### config.mk
export PLATFORM = sky130hd
export DESIGN_NAME = note_sequencer
export DESIGN_NICKNAME = d
export VERILOG_FILES = /design/src/rtl/note_sequencer.sv
export SDC_FILE = /design/constraint.sdc
export NUM_CORES = 1
export LEC_CHECK = 0
export BUFFER_PORTS_ARGS = -buffer_cell sky130_fd_sc_hd__buf_4
export CORE_MARGIN = 2
export CORE_UTILIZATION = 30
export CTS_CLUSTER_SIZE = 28
export DETAILED_ROUTE_END_ITERATION = 10
export GPL_ROUTABILITY_DRIVEN = 0
export PLACE_DENSITY = 0.42
export SLEW_MARGIN = 20
export SYNTH_ARGS = -nofsm -noshare
export SYNTH_HDL_FRONTEND = slang
export SYNTH_SLANG_ARGS = --single-unit
### constraint.sdc
create_clock -name clk -period 4.95 [get_ports clk]
set_clock_uncertainty 0.05 [all_clocks]
set_input_delay 0.2475 -clock clk [delete_from_list [all_inputs] [get_ports clk]]
set_output_delay 0.2475 -clock clk [all_outputs]
set_load 0.1 [all_outputs]
### src/rtl/note_sequencer.sv
// Note-table sequencer: plays {half_period, duration} entries in order, one FETCH
// cycle between notes, durations counted in prescaled ticks of TICK_DIV clocks.
module note_sequencer #(
   parameter int unsigned DEPTH    = 16,
   parameter int unsigned TICK_DIV = 1000
) (
   input  logic                       clk,
   input  logic                       rst_n,
   input  logic                       wr_en,
   input  logic [$clog2(DEPTH)-1:0]   wr_addr,
   input  logic [15:0]                wr_data,
   input  logic [$clog2(DEPTH)-1:0]   last_idx,
   input  logic                       loop,
   input  logic                       start,
   input  logic                       stop,
   output logic [7:0]                 half_period,
   output logic                       note_en,
   output logic                       busy,
   output logic                       done,
   output logic [$clog2(DEPTH)-1:0]   note_idx
);

   localparam int unsigned AW = $clog2(DEPTH);
   localparam int unsigned PW = $clog2(TICK_DIV);
   localparam logic [PW-1:0] PreMax = PW'(TICK_DIV - 1);

   typedef enum logic [1:0] {StIdle, StFetch, StPlay} state_e;

   state_e        state_q, state_d;
   logic [AW-1:0] idx_q, idx_d;
   logic [AW-1:0] last_q, last_d;
   logic          loop_q, loop_d;
   logic [7:0]    hp_q, hp_d;
   logic [7:0]    dur_q, dur_d;
   logic [PW-1:0] pre_q, pre_d;
   logic          done_q, done_d;
   logic [15:0]   note_mem [DEPTH];
   logic [15:0]   entry;
   logic          tick;

   assign entry = note_mem[idx_q];
   assign tick  = (pre_q == PreMax);

   // Table is not reset; contents are only meaningful after being written.
   always_ff @(posedge clk) begin
      if (wr_en && (state_q == StIdle)) begin
         note_mem[wr_addr] <= wr_data;
      end
   end

   always_ff @(posedge clk or negedge rst_n) begin
      if (!rst_n) begin
         state_q <= StIdle;
         idx_q   <= '0;
         last_q  <= '0;
         loop_q  <= 1'b0;
         hp_q    <= '0;
         dur_q   <= '0;
         pre_q   <= '0;
         done_q  <= 1'b0;
      end else begin
         state_q <= state_d;
         idx_q   <= idx_d;
         last_q  <= last_d;
         loop_q  <= loop_d;
         hp_q    <= hp_d;
         dur_q   <= dur_d;
         pre_q   <= pre_d;
         done_q  <= done_d;
      end
   end

   always_comb begin
      state_d = state_q;
      idx_d   = idx_q;
      last_d  = last_q;
      loop_d  = loop_q;
      hp_d    = hp_q;
      dur_d   = dur_q;
      pre_d   = pre_q;
      done_d  = 1'b0;
      unique case (state_q)
         StIdle: begin
            if (start && !stop) begin
               last_d  = last_idx;
               loop_d  = loop;
               idx_d   = '0;
               state_d = StFetch;
            end
         end
         StFetch: begin
            if (stop) begin
               state_d = StIdle;
               hp_d    = '0;
               dur_d   = '0;
               pre_d   = '0;
            end else if (entry[7:0] == 8'd0) begin
               // Zero duration marks end of song, even when looping.
               state_d = StIdle;
               hp_d    = '0;
               dur_d   = '0;
               pre_d   = '0;
               done_d  = 1'b1;
            end else begin
               hp_d    = entry[15:8];
               dur_d   = entry[7:0];
               pre_d   = '0;
               state_d = StPlay;
            end
         end
         StPlay: begin
            if (stop) begin
               state_d = StIdle;
               hp_d    = '0;
               dur_d   = '0;
               pre_d   = '0;
            end else begin
               pre_d = tick ? '0 : pre_q + 1'b1;
               if (tick) begin
                  dur_d = dur_q - 8'd1;
                  if (dur_q == 8'd1) begin
                     if (idx_q != last_q) begin
                        idx_d   = idx_q + 1'b1;
                        state_d = StFetch;
                     end else if (loop_q) begin
                        idx_d   = '0;
                        state_d = StFetch;
                     end else begin
                        state_d = StIdle;
                        hp_d    = '0;
                        done_d  = 1'b1;
                     end
                  end
               end
            end
         end
         default: state_d = StIdle;
      endcase
   end

   assign half_period = hp_q;
   assign note_en     = (state_q == StPlay) && (hp_q != 8'd0);
   assign busy        = (state_q != StIdle);
   assign done        = done_q;
   assign note_idx    = idx_q;

endmodule

# [Word-level counts from Yosys, hierarchy flattened]
# Memory sizes are Yosys's and may differ from the RTL's.
# Index checks and enable logic that the tools add are counted.
[word_totals] inputBits=30 ff_bits=38 ram_bits=256 wordCells=83 memories=1 output_inout_bits=15
[mem_list] memory="note_mem" words=16 word_bits=16 read_ports=1 rd_ports_with_merged_regs=0 wr=1 line_no="37" source="logic [15:0] note_mem [DEPTH];"
[classes] add_sub_neg=3 n_reduce_logical=15 n_eq_ne=14 mux=42
[op_table] op="$mux W8" n=11
[op_table] op="$pmux W8 S2" n=2
[op_table] op="$mux W4" n=6
[op_table] op="$mux W10" n=2
[op_table] op="$pmux W10 S2" n=1
[op_table] op="$ne A3 B3 Y1 const B" n=5
[op_table] op="$mux W2" n=6
[op_table] op="$mux W1" n=11
[op_table] op="$add A10 B1 Y10 const B" n=1
[op_table] op="$eq A10 B10 Y1 const B" n=1
[op_table] op="$eq A8 B1 Y1 const B" n=1
[op_table] op="$logic_not A8 Y1" n=1
[op_table] op="$pmux W4 S2" n=1
[op_table] op="$reduce_bool A8 Y1" n=1
[op_table] op="$sub A8 B1 Y8 const B" n=1
[op_table] op="$ne A2 B2 Y1 const B" n=3
[op_table] op="$pmux W2 S3" n=1
[op_table] op="$reduce_and A6 Y1" n=1
[op_table] op="$reduce_bool A2 Y1" n=3
[op_table] op="$reduce_and A5 Y1" n=1
[op_table] op="$add A4 B1 Y4 const B" n=1
[op_table] op="$ne A4 B4 Y1" n=1
[op_table] op="$reduce_and A2 Y1" n=2
[op_table] op="$logic_and A1 B1 Y1" n=3
[op_table] op="other kinds (7)" n=7

# [Longest topological paths before layout]
[logic_depth] ltp_word=6 mapped_depth=10 mapped_depth_nobuf=8

# [Least setup slack after synthesis]
# No wires, ideal clock.
[synth_path] kind="register -> output" startpoint="register state_q[0]" endpoint="output note_en" required_ns=4.653 stages_incl_launch_ff=6 path_slack_ns=1.243 t_arrival_ns=3.409 path_buffers=2 cell_sequence="dfrtp_1 > inv_1 > ha_1 > clkbuf_1 > clkbuf_1 > a21boi_0"
[synth_via] elab_chain_len=2
[synth_lines] item="from (decl)" line_no="29" source="state_e state_q, state_d;"
[synth_lines] item="from (signal assigned)" line_no="53" source="state_q <= StIdle;"
[synth_lines] item="from (signal assigned)" line_no="62" source="state_q <= state_d;"
[synth_lines] item="$eq A2 B2 Y1" line_no="142" source="assign note_en = (state_q == StPlay) && (hp_q != 8'd0);"
[synth_lines] item="$logic_and A1 B1 Y1" line_no="142"
[synth_lines] item="to (decl)" line_no="17" source="output logic note_en,"
# Every way passes these cells.

# [Final worst setup path]
[layout_path] startpoint="register idx_q[0] (netlist: note_idx[0])" endpoint="register state_q[1]"
[layout_via] elab_chain_len=5
[layout_lines] item="from (decl)" line_no="30" source="logic [AW-1:0] idx_q, idx_d;"
[layout_lines] item="from (signal assigned)" line_no="63" source="idx_q <= idx_d;"
[layout_lines] item="$mem_v2 Z16 W16"
[layout_lines] item="$logic_not A8 Y1" line_no="97" source="end else if (entry[7:0] == 8'd0) begin"
[layout_lines] item="$mux W2" line_no="97"
[layout_lines] item="$mux W2" line_no="92" source="if (stop) begin"
[layout_lines] item="$pmux W2 S3" line_no="82" source="unique case (state_q)"
# Every way passes these cells.
# A chain may end at the register's enable or synchronous reset.

==> summary.txt <==
Status
  • Status: completed

CTS
  • H-tree levels: 2
  • Sink Count: about 290
  • CTS clock-pin slew for the worst setup and hold paths: approximately 0.060 ns
  • CTS Root Cell: clkbuf_16
  • CTS tree: built
  • Worst skew pair latency: 0.50 ns
  • Num CTS Buffers: 34
  • Clock Tree Buf Depth: 3
  • Setup Buffers After CTS: 0

Setup path
  • Slowest CP cell: dfrtp_4
  • Worst Path Max Fanout: 30
  • Crit end category: register
  • Crit path cell chain: mux4_2, a22oi_1, nand2_1, or4_4, nor4_4, o21ai_1
  • Crit path buffers/inverters: 0
  • CP max stage delay: approximately 0.84 ns
  • CP required: between 5 and 6 ns
  • Setup slack, reg-to-reg: between 1.5 and 2 ns
  • RR Endpoint: state_q[1]
  • Crit path DAT: ~3.6 ns
  • Worst-case reg-to-reg path depth: 6
  • Worst r2r src: note_idx[0]
  • Setup crit start kind: register
  • Delay-heaviest family, CP: simple AND/OR/NAND/NOR gates
  • Worst Setup Path Type: register to register

Synthesis
  • Mean post-synth cell area: ~18 µm²
  • Synth cell types: 52
  • Yosys reg bits: 294
  • Cell Area, Synth: roughly 12000 µm²
  • Commonest register cell after synthesis: edfxtp_1
  • Synth Warn #: 0
  • Seq/Total Area, Yosys: roughly 73%
  • Async SR Flop Fraction: 12.9%
  • Synthesized net count: between 600 and 700
  • Post-synth EDFFs: about 260
  • Mapped Cells: around 650

Layout
  • Commonest cells after routing, fill and taps aside: edfxtp_1, mux4_2, buf_4, nand2_1, dfrtp_1
  • Final Cell Area: between 10000 and 15000 µm²
  • Antenna diode count: 0
  • Filler cells: roughly 3600
  • Nets: between 700 and 800
  • Layout cell share with drive strength beyond 1: 26.4%
  • Most common cell after layout, fill and taps aside: edfxtp_1
  • Area growth syn-to-layout: 19.8%

Detailed routing
  • Post-DRT Antenna Nets: 0
  • DR DRC count: 0
  • WL per Instance: 23.6 µm
  • DR pass1 iterations: 5
  • Vias per cell: approximately 5.0
  • WL final: between 30000 and 40000 µm
  • Via count: ~6400
  • Drt initial violations: about 600

Worst hold path
  • Worst min path class: primary input to register
  • Beginning of the worst hold path: wr_data[9]
  • Hold depth: 1
  • WHS Endpoint: note_mem[0][9]

Timing
  • Unrepaired setup endpoints after global routing: false
  • Max Clk Rate: 0.304 GHz
  • Setup violations, final: 0
  • Hold slack: between 0.009 and 0.01 ns
  • Slew Viols, Final: 0
  • Minimum clock period: approximately 3.3 ns
  • Setup TNS: 0 ns
  • Relative slew slack: approximately a third
  • Worst-margin pin slew: about 0.99 ns
  • Final worst path period share: about two thirds
  • Final number of hold-violating endpoints: 0

Placement
  • # port buffers: between 40 and 50
  • DP Wirelength: roughly 18000 µm
  • Cell area after placement: between 10000 and 15000 µm²

Power
  • VDD IR max: 0.197 mV
  • Power Dens Cells: between 400 and 500 nW/µm²
  • Sw frac: a little over a quarter
  • Cell Int Power: roughly 4.6 mW
  • Flop pwr share: a little under half
  • Sw power: 1.62 mW
  • Leak Pwr: about 4.6 nW
  • Clk pwr share: approximately two fifths
  • Logic pwr share: 13.4%

Die
  • Rows: 72
  • Die height: just over 200 µm
  • Die area: 41200 µm²
  • Initial Util: about 31%
  • Die width: 203 µm
  • I/O Pins: 45
  • Core area: slightly below 40000 µm²

Global route
  • First-pass GRT wire length: 44900 µm
  • Remaining global-route overflow: 0
  • Initial antenna violation count: 0
  • GRT Util Overall: roughly 15%
  • Largest net degree at the start of global routing: 39
  • Number of global-route vias before repair: a little under 7000

Run
  • Max Cap Violations: 0
==> cells in the mapped netlist (9+ instances only) <==
cell | number | area share, %
clkbuf_1 | 15 | 0.47
a21oi_1 | 11 | 0.46
o2bb2ai_1 | 9 | 0.66
a22oi_1 | 16 | 1.0
nand2b_1 | 9 | 0.47
edfxtp_1 | 256 | 65
dfrtp_1 | 38 | 8.0
o21ai_0 | 26 | 1.1
inv_1 | 11 | 0.35
nor2_1 | 22 | 0.69
mux2i_1 | 18 | 1.5
nand2_1 | 43 | 1.4
nor3_1 | 9 | 0.38
mux4_2 | 64 | 12
==> cells by family (layout without fill, tap and decap cells) <==
family | after synthesis | in the layout | share of synthesized area, %
flops | 294 | 294 | 72.7
xor+xnor | 6 | 6 | 0.442
buf+inv | 39 | 151 | 1.44
compound gates | 92 | 92 | 5.28
mux | 88 | 88 | 14.2
fa+ha+maj | 8 | 8 | 0.842
simple gates | 121 | 121 | 5.10
==> stage by stage <==
stage / instances / power (mW) / util [%] / setup slack, ns
floorplan: 648 / 3.49 / - / 1.24
global placement: 1198 / 3.75 / 33.2 / 1.63
detailed placement: 1198 / 3.76 / 33.2 / 1.57
CTS: 1278 / 6.26 / 36.6 / 1.58
global route: 1278 / 6.43 / 36.6 / 1.34
finish: 1278 / 6.19 / 36.6 / 1.66
==> registers in the layout, summed over array words and instances, names as in the netlist <==
| register | flops |
|---|---|
| note_idx | 4 |
| note_mem | 256 |
| dur_q | 8 |
| pre_q | 10 |
| loop_q | 1 |
| half_period | 8 |
| done | 1 |
| last_q | 4 |
| state_q | 2 |
==> worst max-delay path by stage <==
stage | startpoint | depth (start not counted) | slack (ns) | end
after global routing | note_idx[0] | 6 | 1.34 | half_period[6]
after CTS | note_idx[0] | 6 | 1.58 | state_q[1]
after floorplan | state_q[0] | 5 | 1.24 | note_en
after global placement | note_idx[0] | 6 | 1.63 | state_q[1]
after detailed placement | note_idx[0] | 6 | 1.57 | state_q[1]
final | note_idx[0] | 6 | 1.66 | state_q[1]
==> layout make-up <==
| class | count | area, µm² | area share [%] |
|---|---|---|---|
| Clock inverter | 16 | 181 | 1.27 |
| Sequential cell | 294 | 8640 | 60.7 |
| Clock buffer | 43 | 906 | 6.36 |
| Multi-Input combinational cell | 315 | 3150 | 22.2 |
| Inverter | 11 | 41.3 | 0.290 |
| Timing Repair Buffer | 81 | 661 | 4.64 |
| Tap cell | 518 | 648 | 4.55 |
==> metal layers <==
layer	vias up	part of all wire [%]	track usage, %
met1	3381	45	19.9
met3	38	3.8	2.50
li1	2800	-	-
met2	132	49	25.4
met4	0	2.0	3.78
met5	-	0	0
==> what timing repair did <==
item / in CTS / in global routing
hold buffers: 21 / 0
hold endpoints to repair: 252 / 0
gates resized for setup: 0 / 0
==> power groups by stage <==
stage / Sequential [mW] / Combinational, mW / Clock, mW
after floorplan: 3.07 / 0.420 / 0
after global placement: 2.94 / 0.808 / 0
final: 2.89 / 0.828 / 2.47
after global routing: 2.91 / 0.900 / 2.63
after CTS: 2.90 / 0.834 / 2.53
after detailed placement: 2.95 / 0.818 / 0
Power figures use the tool's default switching activity.
